File: src/rtl/rpn_stack_controller_if.sv
// ----------------------------------------------------------------------------
// rpn_stack_controller_if
//   Bundle of the operator-panel and ALU handshake signals of the RPN stack
//   controller.
//   slave  : controller view (buttons/ALU response in, ALU request/status out)
//   master : environment view (drives buttons and ALU response)
//   Signals:
//     push_btn, exec_btn    debounced button levels
//     data_in, op_code      operand / operator sampled on accepted edges
//     alu_done, alu_result  ALU completion strobe and result
//     alu_op, alu_a, alu_b  latched operator and operands
//     alu_start             one-cycle ALU start pulse
//     top, depth, busy      stack status
//     err_*                 sticky error flags
// ----------------------------------------------------------------------------
interface rpn_stack_controller_if #(
    parameter int DATA_W = 8
);
    logic              push_btn;
    logic              exec_btn;
    logic [DATA_W-1:0] data_in;
    logic [2:0]        op_code;
    logic              alu_done;
    logic [DATA_W-1:0] alu_result;
    logic [2:0]        alu_op;
    logic [DATA_W-1:0] alu_a;
    logic [DATA_W-1:0] alu_b;
    logic              alu_start;
    logic [DATA_W-1:0] top;
    logic [1:0]        depth;
    logic              busy;
    logic              err_overflow;
    logic              err_underflow;
    logic              err_timeout;

    modport slave (
        input  push_btn, exec_btn, data_in, op_code, alu_done, alu_result,
        output alu_op, alu_a, alu_b, alu_start, top, depth, busy,
               err_overflow, err_underflow, err_timeout
    );

    modport master (
        output push_btn, exec_btn, data_in, op_code, alu_done, alu_result,
        input  alu_op, alu_a, alu_b, alu_start, top, depth, busy,
               err_overflow, err_underflow, err_timeout
    );
endinterface

File: src/rtl/rpn_stack_controller.sv
// ----------------------------------------------------------------------------
// rpn_stack_controller
//   Three-entry RPN operand stack with button-driven push/exec and an
//   external multi-cycle ALU handshake (start pulse, done strobe, timeout).
//   Ports:
//     clk    system clock, rising edge
//     reset  synchronous active-high reset
//     bus    rpn_stack_controller_if.slave (buttons, ALU handshake, status)
//   Parameters:
//     DATA_W   operand/result width
//     TIMEOUT  cycles spent in WAIT without alu_done before giving up (>= 1)
// ----------------------------------------------------------------------------
module rpn_stack_controller #(
    parameter int DATA_W  = 8,
    parameter int TIMEOUT = 255
) (
    input  logic                     clk,
    input  logic                     reset,
    rpn_stack_controller_if.slave    bus
);

    localparam logic [1:0] ST_IDLE  = 2'd0;
    localparam logic [1:0] ST_ISSUE = 2'd1;
    localparam logic [1:0] ST_WAIT  = 2'd2;

    // Counter holds 0..TIMEOUT; it stops at TIMEOUT so it can never wrap.
    localparam int CNT_W = (TIMEOUT < 2) ? 1 : $clog2(TIMEOUT + 1);
    localparam logic [CNT_W-1:0] CNT_LAST = CNT_W'(TIMEOUT - 1);

    logic [1:0]        state_q, state_d;
    logic [DATA_W-1:0] s0_q, s0_d, s1_q, s1_d, s2_q, s2_d;
    logic [1:0]        depth_q, depth_d;
    logic [2:0]        op_q, op_d;
    logic [DATA_W-1:0] a_q, a_d, b_q, b_d;
    logic [CNT_W-1:0]  cnt_q, cnt_d;
    logic              ovf_q, ovf_d, unf_q, unf_d, tmo_q, tmo_d;
    logic              push_prev_q, exec_prev_q;
    logic              push_edge, exec_edge;

    assign push_edge = bus.push_btn & ~push_prev_q;
    assign exec_edge = bus.exec_btn & ~exec_prev_q;

    always_comb begin
        state_d = state_q;
        s0_d    = s0_q;
        s1_d    = s1_q;
        s2_d    = s2_q;
        depth_d = depth_q;
        op_d    = op_q;
        a_d     = a_q;
        b_d     = b_q;
        cnt_d   = cnt_q;
        ovf_d   = ovf_q;
        unf_d   = unf_q;
        tmo_d   = tmo_q;

        case (state_q)
            ST_IDLE: begin
                // Exec has priority; a coincident push edge is simply lost.
                if (exec_edge) begin
                    if (depth_q >= 2'd2) begin
                        op_d    = bus.op_code;
                        a_d     = s1_q;
                        b_d     = s0_q;
                        ovf_d   = 1'b0;
                        unf_d   = 1'b0;
                        tmo_d   = 1'b0;
                        state_d = ST_ISSUE;
                    end else begin
                        unf_d = 1'b1;
                    end
                end else if (push_edge) begin
                    if (depth_q != 2'd3) begin
                        s2_d    = s1_q;
                        s1_d    = s0_q;
                        s0_d    = bus.data_in;
                        depth_d = depth_q + 2'd1;
                        ovf_d   = 1'b0;
                        unf_d   = 1'b0;
                        tmo_d   = 1'b0;
                    end else begin
                        ovf_d = 1'b1;
                    end
                end
            end
            ST_ISSUE: begin
                cnt_d   = '0;
                state_d = ST_WAIT;
            end
            ST_WAIT: begin
                if (bus.alu_done) begin
                    s0_d    = bus.alu_result;
                    s1_d    = s2_q;
                    s2_d    = '0;
                    depth_d = depth_q - 2'd1;
                    state_d = ST_IDLE;
                end else begin
                    cnt_d = cnt_q + CNT_W'(1);
                    // This no-done cycle is the TIMEOUT-th one in WAIT.
                    if (cnt_q >= CNT_LAST) begin
                        tmo_d   = 1'b1;
                        state_d = ST_IDLE;
                    end
                end
            end
            default: state_d = ST_IDLE;
        endcase
    end

    always_ff @(posedge clk) begin
        if (reset) begin
            state_q     <= ST_IDLE;
            s0_q        <= '0;
            s1_q        <= '0;
            s2_q        <= '0;
            depth_q     <= '0;
            op_q        <= '0;
            a_q         <= '0;
            b_q         <= '0;
            cnt_q       <= '0;
            ovf_q       <= 1'b0;
            unf_q       <= 1'b0;
            tmo_q       <= 1'b0;
            // Preload with live levels so a button held through reset
            // does not register as a fresh press.
            push_prev_q <= bus.push_btn;
            exec_prev_q <= bus.exec_btn;
        end else begin
            state_q     <= state_d;
            s0_q        <= s0_d;
            s1_q        <= s1_d;
            s2_q        <= s2_d;
            depth_q     <= depth_d;
            op_q        <= op_d;
            a_q         <= a_d;
            b_q         <= b_d;
            cnt_q       <= cnt_d;
            ovf_q       <= ovf_d;
            unf_q       <= unf_d;
            tmo_q       <= tmo_d;
            push_prev_q <= bus.push_btn;
            exec_prev_q <= bus.exec_btn;
        end
    end

    assign bus.alu_op        = op_q;
    assign bus.alu_a         = a_q;
    assign bus.alu_b         = b_q;
    assign bus.alu_start     = (state_q == ST_ISSUE);
    assign bus.top           = s0_q;
    assign bus.depth         = depth_q;
    assign bus.busy          = (state_q != ST_IDLE);
    assign bus.err_overflow  = ovf_q;
    assign bus.err_underflow = unf_q;
    assign bus.err_timeout   = tmo_q;

endmodule

File: src/flat_wrapper.sv
// flat-port wrapper written by rule: the top's interface ports become plain ports
module rpn_stack_controller_flat 
#(
    parameter int DATA_W  = 8,
    parameter int TIMEOUT = 255
)
  (clk, reset, bus_push_btn, bus_exec_btn, bus_data_in, bus_op_code, bus_alu_done, bus_alu_result, bus_alu_op, bus_alu_a, bus_alu_b, bus_alu_start, bus_top, bus_depth, bus_busy, bus_err_overflow, bus_err_underflow, bus_err_timeout);
  rpn_stack_controller_if #(.DATA_W(DATA_W)) bus_i ();
  input  logic clk;
  input  logic reset;
  input wire logic [$bits(bus_i.push_btn)-1:0] bus_push_btn;
  input wire logic [$bits(bus_i.exec_btn)-1:0] bus_exec_btn;
  input wire logic [$bits(bus_i.data_in)-1:0] bus_data_in;
  input wire logic [$bits(bus_i.op_code)-1:0] bus_op_code;
  input wire logic [$bits(bus_i.alu_done)-1:0] bus_alu_done;
  input wire logic [$bits(bus_i.alu_result)-1:0] bus_alu_result;
  output wire logic [$bits(bus_i.alu_op)-1:0] bus_alu_op;
  output wire logic [$bits(bus_i.alu_a)-1:0] bus_alu_a;
  output wire logic [$bits(bus_i.alu_b)-1:0] bus_alu_b;
  output wire logic [$bits(bus_i.alu_start)-1:0] bus_alu_start;
  output wire logic [$bits(bus_i.top)-1:0] bus_top;
  output wire logic [$bits(bus_i.depth)-1:0] bus_depth;
  output wire logic [$bits(bus_i.busy)-1:0] bus_busy;
  output wire logic [$bits(bus_i.err_overflow)-1:0] bus_err_overflow;
  output wire logic [$bits(bus_i.err_underflow)-1:0] bus_err_underflow;
  output wire logic [$bits(bus_i.err_timeout)-1:0] bus_err_timeout;
  assign bus_i.push_btn = bus_push_btn;
  assign bus_i.exec_btn = bus_exec_btn;
  assign bus_i.data_in = bus_data_in;
  assign bus_i.op_code = bus_op_code;
  assign bus_i.alu_done = bus_alu_done;
  assign bus_i.alu_result = bus_alu_result;
  assign bus_alu_op = bus_i.alu_op;
  assign bus_alu_a = bus_i.alu_a;
  assign bus_alu_b = bus_i.alu_b;
  assign bus_alu_start = bus_i.alu_start;
  assign bus_top = bus_i.top;
  assign bus_depth = bus_i.depth;
  assign bus_busy = bus_i.busy;
  assign bus_err_overflow = bus_i.err_overflow;
  assign bus_err_underflow = bus_i.err_underflow;
  assign bus_err_timeout = bus_i.err_timeout;
  rpn_stack_controller #(.DATA_W(DATA_W), .TIMEOUT(TIMEOUT)) u_core (.clk(clk), .reset(reset), .bus(bus_i));
endmodule
File: config.mk
export PLATFORM = sky130hd
export DESIGN_NAME = rpn_stack_controller_flat
export DESIGN_NICKNAME = d
export VERILOG_FILES = /design/src/rtl/rpn_stack_controller_if.sv /design/src/rtl/rpn_stack_controller.sv /design/src/flat_wrapper.sv
export SDC_FILE = /design/constraint.sdc
export NUM_CORES = 1
export LEC_CHECK = 0
export CAP_MARGIN = 20
export CORE_MARGIN = 4
export CORE_UTILIZATION = 35
export CTS_BUF_LIST = sky130_fd_sc_hd__clkbuf_4 sky130_fd_sc_hd__clkbuf_8
export DETAILED_ROUTE_END_ITERATION = 12
export HOLD_SLACK_MARGIN = 0.06
export PLACE_DENSITY = 0.64
export SLEW_MARGIN = 0
export SYNTH_ARGS = -nofsm -noshare
export SYNTH_HDL_FRONTEND = slang
export SYNTH_SLANG_ARGS = --single-unit
File: constraint.sdc
create_clock -name clk -period 4.6 [get_ports clk]
set_clock_uncertainty 0.2 [all_clocks]
set_input_delay 0.46 -clock clk [delete_from_list [all_inputs] [get_ports clk]]
set_output_delay 0.46 -clock clk [all_outputs]
set_load 0.02 [all_outputs]
=== Word level (Yosys, flattened, before mapping) ===
Cells that the tools add are included.

* Memories: 0
* Memory bits (writable): 0
* Logic and storage cells: 91
* Bits in read-only memories: 0
* Register bits: 60
* Bits in latches: 0
* Bits of input ports: 24

* Shift-type cells: 0
* Div/mod/pow operators: 0
* Multipliers: 0
* Bitwise operators: 4
* Add/sub/neg operators: 3
* Eq/ne operators: 16
* Order comparisons: 2
* Reductions and logical operators: 13
* Muxes and demuxes: 39

{| class="wikitable"
|+ Operator list
! cell !! number
|-
| $mux 8 || 13
|-
| $pmux 8 s2 || 4
|-
| $mux 2 || 8
|-
| $reduce_and 3->1 || 4
|-
| $mux 1 || 11
|-
| $ne 2x1->1 const B || 5
|-
| $ne 2x2->1 const B || 5
|-
| $reduce_bool 2->1 || 5
|-
| $add 8x1->8 const B || 1
|-
| $ge 8x8->1 const B || 1
|-
| $ne 3x1->1 const B || 2
|-
| $pmux 2 s3 || 1
|-
| $reduce_and 6->1 || 1
|-
| $reduce_and 5->1 || 1
|-
| $pmux 2 s2 || 1
|-
| $ne 3x2->1 const B || 1
|-
| $ne 3x3->1 const B || 1
|-
| $add 2x1->2 const B || 1
|-
| $and 1x1->1 || 2
|-
| $eq 2x1->1 const B || 1
|-
| $eq 2x2->1 const B || 1
|-
| $ge 2x2->1 const B || 1
|-
| $logic_not 2->1 || 1
|-
| $not 1->1 || 2
|-
| 3 further kinds || 3
|}

=== Depth between registers and ports, before layout ===
Gate-level depths: netlist (run 1).

* Depth after elaboration: 5
* Gate-level depth with buffers: 6

=== Least setup slack after synthesis (run 1) ===
OpenSTA, ideal clock, no wires.

* Path kind: input to register
* From: input port bus_alu_done
* To: register u_core.cnt_q[7]
* Required time: 4.284 ns
* Arrival: 1.501 ns
* Stages: 5
* Setup slack: 2.782 ns
* Buffers on the path: 1
* Setup time: 0.116 ns
* Cells stage by stage: buf_2 > or3b_4 > nor3_4 > a31oi_1 > a41o_1

* Longest elaborated chain between the ends: 2

{| class="wikitable"
|+ RTL lines
! what !! RTL line !! text
|-
| start, declared || flat_wrapper.sv:15 || <nowiki>input wire logic [$bits(bus_i.alu_done)-1:0] bus_alu_done;</nowiki>
|-
| $ne 2x2->1 (no source line) || n/a ||
|-
| $reduce_and 2->1 (no source line) || n/a ||
|-
| end signal, assigned || rpn_stack_controller.sv:137 || <nowiki>cnt_q <= cnt_d;</nowiki>
|-
| end, declared || rpn_stack_controller.sv:35 || <nowiki>logic [CNT_W-1:0] cnt_q, cnt_d;</nowiki>
|}

Every way passes these cells.
A chain may end at the register's enable or synchronous reset.

=== Worst setup path after layout (run 1) ===
* From: register u_core.state_q[1]
* To: output port bus_busy

* Longest elaborated chain between the ends: 1

{| class="wikitable"
|+ RTL lines
! what !! RTL line !! text
|-
| start, declared || rpn_stack_controller.sv:30 || <nowiki>logic [1:0] state_q, state_d;</nowiki>
|-
| start signal, assigned || rpn_stack_controller.sv:129 || <nowiki>state_q <= state_d;</nowiki>
|-
| $reduce_bool 2->1 || rpn_stack_controller.sv:152 || <nowiki>assign bus.busy = (state_q != ST_IDLE);</nowiki>
|-
| end, declared || flat_wrapper.sv:23 || <nowiki>output wire logic [$bits(bus_i.busy)-1:0] bus_busy;</nowiki>
|}

Every way passes these cells.

==> impl_metrics.env, run 1 <==
export IMPL_final_hold_violation_count=0
export IMPL_ir_worst_vdd_mv=0.161
export IMPL_clock_path_buffers=2
export IMPL_fp_dieH_um=92.5
export IMPL_synth_fa_ha_area_share_pct=1.00
export IMPL_syn_inst=305
export IMPL_dp_hpwl_mm=3.89
export IMPL_cts_hold_buf=0
export IMPL_routed_wl_mm=6.24
export IMPL_p_per_area_mw_per_mm2=339
export IMPL_layout_setup_ws_ns=2.00
export IMPL_p_leak_nw=1.12
export IMPL_vias=2252
export IMPL_final_core_util_pct=48.0
export IMPL_ios=58
export IMPL_synthXorXnorAreaFrac_pct=0.701
export IMPL_synth_ff_latch_count=60
export IMPL_grt_start_max_net_pins=61
export IMPL_wl_per_cell_um=13.8
export IMPL_via_per_inst=4.97
export IMPL_area_delta_synth_final_pct=31.8
export IMPL_yosysWarnings=0
export IMPL_grt_setup_unrepaired="no"
export IMPL_grt_pass1_wl_mm=10.1
export IMPL_path_clk_slew_ns=0.06
export IMPL_die_w_um=92.5
export IMPL_fin_tns_setup_ns=0
export IMPL_yosys_top_cells_area="dfxtp_1 48%, nand2_1 12%, a21oi_1 6.4%, a311oi_1 6.0%, nor2_1 4.1%"
export IMPL_drive_above_1_share_pct=6.16
export IMPL_nets=379
export IMPL_numCtsBuffers=9
export IMPL_startpoint_type="register"
export IMPL_clk_latency_ns=0.35
export IMPL_synthArstFlopShare_pct=0
export IMPL_slew_headroom_pct=43.4
export IMPL_htree_levels=3
export IMPL_cts_root_buf="clkbuf_8"
export IMPL_globalRouteOverflowTotal=0
export IMPL_cts_setup_buffers=0
export IMPL_postRouteAntennaNets=0
export IMPL_cap_violations=0
export IMPL_synth_area_per_cell_um2=8.20
export IMPL_synth_top_family_by_area="simple AND/OR/NAND/NOR gates"
export IMPL_syn_nets=331
export IMPL_port_buffer_count=57
export IMPL_synth_area_mm2=0.00250
export IMPL_grt_usage_pct=15.0
export IMPL_cts_sinks=60
export IMPL_synth_cell_type_count=44
export IMPL_synth_most_common_cell="nand2_1"
export IMPL_core_rowCount=30
export IMPL_critPathArrivalTime_ns=1.94
export IMPL_outcome="completed"
export IMPL_synth_simple_area_share_pct=25.7
export IMPL_cts_resized=0
export IMPL_place_ws_ns=2.00
export IMPL_post_dp_cell_area_mm2=0.00308
export IMPL_fin_area_mm2=0.00329
export IMPL_drtIter0Drc=119
export IMPL_seq_area_frac_synth_pct=48.0
export IMPL_path_max_fanout=16
export IMPL_cts_tree="done"
export IMPL_hp_class="primary input to register"
export IMPL_max_freq_ghz=0.385
export IMPL_n_antenna_cell=0
export IMPL_synth_main_ff_cell="dfxtp_1"
export IMPL_yosys_mux_area_fraction_pct=0.801
export IMPL_initial_core_util_pct=36.4
export IMPL_synth_common_cells="80 x nand2_1, 60 x dfxtp_1, 32 x a21oi_1"
export IMPL_synth_compound_area_share_pct=18.4
export IMPL_synth_edff_count=0
export IMPL_place_congestion=0.749
export IMPL_grt_pass1_vias=2088
export IMPL_critPathKind="register to primary output"
export IMPL_dieArea_mm2=0.00856
export IMPL_worst_slew_pin_slew_ns=0.846
export IMPL_endpoint_kind="primary output"
export IMPL_antenna_found_initial=0
export IMPL_drtPass1Iterations=4
export IMPL_finalSetupViolCount=0
export IMPL_post_route_min_period_ns=2.60
export IMPL_drc=0
export IMPL_core_area_mm2=0.00687
export IMPL_worstPathRequired_ns=3.94
export IMPL_synth_top_cell_area_share_pct=48.0
export IMPL_drv_slew=0
export IMPL_period_share_pct=56.5
export IMPL_synth_top_area_cell="dfxtp_1"
==> cell usage in the layout (no fill, tap or decap), drive strengths merged, types with 3 or more instances in the layout <==
cell type       n
a21oi          32
a311oi         17
buf             3
clkbuf         11
clkdlybuf4s50  56
dfxtp          60
inv             5
nand2          80
nand2b          4
nand3          12
nor2           27
nor2b           4
nor3            3
==> where the power goes <==
part | total [mW] | leakage, nW | internal, mW | switching (mW)
clock network | 0.484 | 0.0948 | 0.267 | 0.217
registers | 0.546 | 0.487 | 0.533 | 0.0127
logic | 0.0881 | 0.538 | 0.0441 | 0.0440
total | 1.12 | 1.12 | 0.844 | 0.274
==> state kept, by name, indices dropped and copies added, names as in the netlist <==
register / flops
u_core.bus.alu_a: 8
u_core.bus.alu_b: 8
u_core.bus.alu_op: 3
u_core.bus.depth: 2
u_core.bus.err_overflow: 1
u_core.bus.err_timeout: 1
u_core.bus.err_underflow: 1
u_core.bus.top: 8
u_core.cnt_q: 8
u_core.exec_prev_q: 1
u_core.push_prev_q: 1
u_core.s1_q: 8
u_core.s2_q: 8
u_core.state_q: 2
==> kinds of logic (layout without fill, tap and decap cells) <==
group	after synthesis	after routing
compound gates	68	68
xor+xnor	2	2
fa+ha+maj	2	2
buf+inv	27	79
flops	60	60
mux	2	2
simple gates	144	144
==> critical path: stages (launching register included) <==
cell and delay, ns:
dfxtp_1 0.64, nor2_1 0.25, inv_1 0.09, clkdlybuf4s50_1 0.60
==> stage by stage <==
step / instances / power, mW / hold WS, ns
2_1_floorplan: 305 / 0.603 / 0.246
3_3_place_gp: 437 / 0.643 / 0.243
3_5_place_dp: 437 / 0.644 / 0.250
4_1_cts: 452 / 1.12 / 0.259
5_1_grt: 453 / 1.15 / 0.232
6_report: 453 / 1.12 / 0.203
==> metal layers <==
metal	part of all wire, %	global-route usage, %
met1	49	19.8
met4	2.3	8.17
met5	0	0
met3	6.2	4.22
met2	42	21.8
==> layout make-up <==
cell class	instances	area (um2)
clock buffers	11	145
clock inverters	4	50.0
fillers	688	3570
inverters	5	18.8
multi-input cells	218	1170
flip-flops and latches	60	1200
well taps	96	120
repair buffers	59	593
==> worst paths after layout <==
check	from	to	slack, ns	depth (start not counted)
worst max-delay path	u_core.state_q[1]	bus_busy	2.00	3
worst min-delay path	reset	u_core.state_q[1]	0.20	2
worst min register to register	u_core.bus.alu_a[2]	u_core.bus.alu_a[2]	0.25	2
worst max register to register	u_core.state_q[1]	u_core.bus.alu_a[4]	2.28	4
No activity file was read; power rests on OpenSTA's default activity.
==> run 2: changes to the inputs <==
--- a/config.mk
+++ b/config.mk
@@ -11,7 +11,7 @@
 export CTS_BUF_LIST = sky130_fd_sc_hd__clkbuf_4 sky130_fd_sc_hd__clkbuf_8
 export DETAILED_ROUTE_END_ITERATION = 12
 export HOLD_SLACK_MARGIN = 0.06
-export PLACE_DENSITY = 0.64
+export PLACE_DENSITY = 0.67
 export SLEW_MARGIN = 0
 export SYNTH_ARGS = -nofsm -noshare
 export SYNTH_HDL_FRONTEND = slang
==> constraint.sdc (replaced) <==
create_clock -name clk -period 2.2 [get_ports clk]
set_clock_uncertainty 0.2 [all_clocks]
set_input_delay 0.22 -clock clk [delete_from_list [all_inputs] [get_ports clk]]
set_output_delay 0.22 -clock clk [all_outputs]
set_load 0.02 [all_outputs]
==> impl_metrics.env, run 2 (same netlist as run 1, synthesis figures left out) <==
export IMPL_fin_area_mm2=0.00338
export IMPL_p_leak_nw=1.18
export IMPL_vias=2287
export IMPL_drc=0
export IMPL_ios=58
export IMPL_grt_usage_pct=15.0
export IMPL_ir_worst_vdd_mv=0.369
export IMPL_period_share_pct=94.5
export IMPL_wl_met1_mm=2.93
export IMPL_route_top_layer_used="met4"
export IMPL_finalSetupViolCount=0
export IMPL_cts_tree="done"
export IMPL_grt_pass1_vias=2184
export IMPL_startpoint_type="register"
export IMPL_fin_tns_setup_ns=0
export IMPL_fill_cells=672
export IMPL_layout_common_cells="80 x nand2_1, 59 x dfxtp_1, 56 x clkdlybuf4s50_1"
export IMPL_outcome="completed"
export IMPL_cts_sinks=60
export IMPL_worst_slew_pin_slew_ns=0.446
export IMPL_grt_pass1_wl_mm=10.3
export IMPL_area_delta_synth_final_pct=35.3
export IMPL_antenna_found_initial=0
export IMPL_die_w_um=92.5
export IMPL_endpoint_kind="primary output"
export IMPL_n_antenna_cell=0
export IMPL_via_per_inst=4.96
export IMPL_numCtsBuffers=9
export IMPL_drtPass1Iterations=4
export IMPL_grt_start_max_net_pins=43
export IMPL_htree_levels=3
export IMPL_core_area_mm2=0.00687
export IMPL_dr_wl_met2_mm=2.65
export IMPL_globalRouteOverflowTotal=0
export IMPL_dp_hpwl_mm=4.24
export IMPL_clk_latency_ns=0.33
export IMPL_final_hold_violation_count=0
export IMPL_initial_core_util_pct=36.4
export IMPL_layout_commonest_cell="nand2_1"
export IMPL_drv_slew=0
export IMPL_routed_wl_mm=6.10
export IMPL_route_met3_wl_um=432
export IMPL_cts_setup_buffers=0
export IMPL_cp_slowest_cell="clkdlybuf4s50_1"
export IMPL_cap_violations=0
export IMPL_slowest_delay_ns=0.61
export IMPL_cts_root_buf="clkbuf_8"
export IMPL_nets=387
export IMPL_core_rowCount=30
export IMPL_port_buffer_count=57
export IMPL_wl_per_cell_um=13.2
export IMPL_final_core_util_pct=49.3
export IMPL_critPathArrivalTime_ns=1.66
export IMPL_cts_resized=0
export IMPL_post_route_min_period_ns=2.08
export IMPL_max_freq_ghz=0.481
export IMPL_fp_dieH_um=92.5
export IMPL_hp_class="primary input to register"
export IMPL_path_clk_slew_ns=0.07
export IMPL_grt_setup_unrepaired="no"
export IMPL_critPathKind="register to primary output"
export IMPL_place_congestion=0.830
export IMPL_postRouteAntennaNets=0
export IMPL_p_per_area_mw_per_mm2=684
export IMPL_drive_above_1_share_pct=8.77
export IMPL_clock_path_buffers=2
export IMPL_dieArea_mm2=0.00856
export IMPL_cts_hold_buf=0
export IMPL_path_max_fanout=6
export IMPL_slew_headroom_pct=70.2
export IMPL_drtIter0Drc=115
export IMPL_post_dp_cell_area_mm2=0.00318
export IMPL_path_cells="nand2b_1, inv_1, clkdlybuf4s50_1"
export IMPL_worstPathRequired_ns=1.78
export IMPL_r2r_slack_ns=0.45
-- run 2: changes by cell type in the layout (fill, tap and decap cells not counted) --
cell / delta
buf_4: +6
buf_12: +2
clkbuf_4: +2
clkinvlp_4: -2
dfxtp_1: -1
dfxtp_2: +1
nor2_1: -1
nor2_2: +1
-- run 2: final cells by class --
cell class | count | area (um2) | share of cell area (%)
multi-input combinational | 218 | 1170 | 34.5
clock inverter | 2 | 35.0 | 1.04
timing repair buffer | 67 | 678 | 20.0
inverter | 5 | 18.8 | 0.555
tap | 96 | 120 | 3.55
sequential | 60 | 1200 | 35.5
clock buffer | 13 | 160 | 4.73
-- run 2: routing by layer --
metal / vias to the layer above / track usage, %
li1: 1169 / -
met1: 1051 / 19.8
met2: 58 / 22.2
met3: 9 / 5.12
met4: 0 / 6.19
met5: - / 0
-- run 2: power by group --
part           switching, mW  internal, mW
Clock                  0.399         0.585
Sequential            0.0256          1.12
Combinational         0.0927        0.0981
-- run 2: worst paths after layout --
check / from / end / cells past startpoint
worst max-delay path: u_core.state_q[1] / bus_alu_start / 3
worst max register to register: u_core.bus.depth[0] / u_core.bus.top[3] / 5
worst min register to register: u_core.bus.alu_a[6] / u_core.bus.alu_a[6] / 2
worst min-delay path: reset / u_core.state_q[0] / 2
-- run 2: worst max-delay path, delay by kind of cell, from the launching register on --
family	cells	cell delay [ns]
flops	1	0.36
buf+inv	2	0.74
simple gates	1	0.23
-- run 2: through the flow --
stage / hold slack [ns] / setup WS, ns / power, mW / cells
after floorplan: 0.0477 / 0.530 / 1.26 / 305
after global placement: 0.244 / 0.279 / 1.35 / 446
after detailed placement: 0.246 / 0.233 / 1.36 / 446
after CTS: 0.0740 / 0.00144 / 2.34 / 461
after global routing: 0.110 / 0.0148 / 2.41 / 461
final: 0.0899 / 0.122 / 2.32 / 461
==> run 3: changes to the inputs <==
==> constraint.sdc (replaced) <==
create_clock -name clk -period 1.9 [get_ports clk]
set_clock_uncertainty 0.2 [all_clocks]
set_input_delay 0.19 -clock clk [delete_from_list [all_inputs] [get_ports clk]]
set_output_delay 0.19 -clock clk [all_outputs]
set_load 0.02 [all_outputs]
==> impl_metrics.env, run 3 (same netlist as run 1, synthesis figures left out) <==
export IMPL_cap_violations=0
export IMPL_wl_per_cell_um=13.4
export IMPL_critPathKind="register to primary output"
export IMPL_dp_cells=455
export IMPL_path_clk_slew_ns=0.07
export IMPL_max_freq_ghz=0.551
export IMPL_dp_hpwl_mm=4.40
export IMPL_critPathArrivalTime_ns=1.42
export IMPL_r2r_start="u_core.state_q[1]"
export IMPL_worst_slew_pin_slew_ns=0.428
export IMPL_initial_core_util_pct=36.4
export IMPL_p_per_area_mw_per_mm2=824
export IMPL_vias=2307
export IMPL_cts_tree="done"
export IMPL_endpoint_kind="primary output"
export IMPL_area_delta_synth_final_pct=40.2
export IMPL_cts_root_buf="clkbuf_8"
export IMPL_dieArea_mm2=0.00856
export IMPL_htree_levels=3
export IMPL_drtPass1Iterations=4
export IMPL_post_route_min_period_ns=1.81
export IMPL_globalRouteOverflowTotal=0
export IMPL_final_hold_violation_count=0
export IMPL_ir_worst_vdd_mv=0.375
export IMPL_n_antenna_cell=0
export IMPL_p_leak_nw=1.25
export IMPL_drtIter0Drc=123
export IMPL_path_max_fanout=4
export IMPL_drv_slew=0
export IMPL_hp_start="bus_push_btn"
export IMPL_drc=0
export IMPL_place_congestion=0.844
export IMPL_layout_common_cells="80 x nand2_1, 58 x dfxtp_1, 54 x clkdlybuf4s50_1"
export IMPL_drive_above_1_share_pct=11.7
export IMPL_crit_start="u_core.bus.depth[0]"
export IMPL_antenna_found_initial=0
export IMPL_ios=58
export IMPL_nets=397
export IMPL_clk_latency_ns=0.34
export IMPL_cts_setup_buffers=0
export IMPL_die_w_um=92.5
export IMPL_port_buffer_count=57
export IMPL_numCtsBuffers=9
export IMPL_fp_dieH_um=92.5
export IMPL_fin_area_mm2=0.00350
export IMPL_core_area_mm2=0.00687
export IMPL_layout_commonest_cell="nand2_1"
export IMPL_clock_path_buffers=2
export IMPL_period_share_pct=95.5
export IMPL_outcome="completed"
export IMPL_core_rowCount=30
export IMPL_postRouteAntennaNets=0
export IMPL_routed_wl_mm=6.33
export IMPL_grt_usage_pct=15.7
export IMPL_startpoint_type="register"
export IMPL_slew_headroom_pct=71.5
export IMPL_grt_start_max_net_pins=26
export IMPL_post_dp_cell_area_mm2=0.00325
export IMPL_worstPathRequired_ns=1.51
export IMPL_finalNonFillerCells=472
export IMPL_finalSetupViolCount=0
export IMPL_hp_class="primary input to register"
export IMPL_via_per_inst=4.89
export IMPL_grt_setup_unrepaired="no"
export IMPL_grt_pass1_vias=2299
export IMPL_cts_sinks=60
export IMPL_grt_pass1_wl_mm=10.9
-- run 3: cell count changes in the layout (fill, tap and decap cells not counted) --
| cell | before | now |
|---|---|---|
| clkbuf_4 | 3 | 0 |
| buf_4 | 7 | 16 |
| dfxtp_2 | 1 | 2 |
| clkbuf_8 | 10 | 11 |
| a211oi_2 | 0 | 1 |
| dlygate4sd2_1 | 0 | 2 |
| clkinv_4 | 0 | 1 |
| dfxtp_1 | 59 | 58 |
| bufinv_16 | 1 | 2 |
| dlygate4sd3_1 | 0 | 1 |
| clkinv_2 | 1 | 0 |
| clkinvlp_4 | 0 | 2 |
| a211oi_1 | 2 | 1 |
| clkdlybuf4s50_1 | 56 | 54 |
-- run 3: worst paths after layout --
check	end	slack (ns)	cells after the start
min reg2reg	u_core.bus.alu_a[0]	0.26	2
max	bus_depth[0]	0.09	2
max reg2reg	u_core.bus.err_timeout	0.19	4
min	u_core.push_prev_q	0.12	1
-- run 3: repair_timing --
action,in CTS,in global routing
hold buffers,1,0
resized for setup,5,1
hold endpoints to repair,7,0
setup endpoints to repair,2,1
-- run 3: per-stage QoR --
stage / hold WS [ns] / setup slack (ns) / util, % / total power [mW] / setup TNS [ns]
2_1_floorplan: 0.0177 / 0.230 / - / 1.46 / 0
3_3_place_gp: 0.241 / -0.0401 / 47.3 / 1.58 / -0.0401
3_5_place_dp: 0.248 / -0.0167 / 47.3 / 1.58 / -0.0437
4_1_cts: 0.117 / 0.0895 / 50.9 / 2.90 / 0
5_1_grt: 0.114 / 0.0248 / 51.0 / 2.99 / 0
6_report: 0.121 / 0.0858 / 51.0 / 2.89 / 0
-- run 3: final cells by class --
cell class | count | area, um2
Fill cell | 655 | 3360
Sequential cell | 60 | 1200
Multi-Input combinational cell | 218 | 1170
Timing Repair Buffer | 77 | 753
Clock buffer | 11 | 151
Tap cell | 96 | 120
Clock inverter | 5 | 83.8
Inverter | 5 | 18.8
-- run 3: routing by layer --
layer  track usage (%)  share of wire (%)  routed length, um  vias up
li1                  -                  -                  -     1184
met1              19.9                 46               2920     1060
met3              5.52                8.0                507        9
met4              5.57                1.3                 81        0
met2              24.6                 45               2820       54
met5                 0                  0                  0        -
-- run 3: worst max-delay path: stages, from the launching register on --
cell,delay [ns]
dfxtp_1,0.35
buf_4,0.14
clkdlybuf4s50_1,0.60
-- run 3: report_power, final --
part | switching (mW) | total, mW | internal, mW
logic | 0.113 | 0.234 | 0.120
clock network | 0.524 | 1.34 | 0.812
registers | 0.0272 | 1.32 | 1.29
total | 0.665 | 2.89 | 2.22
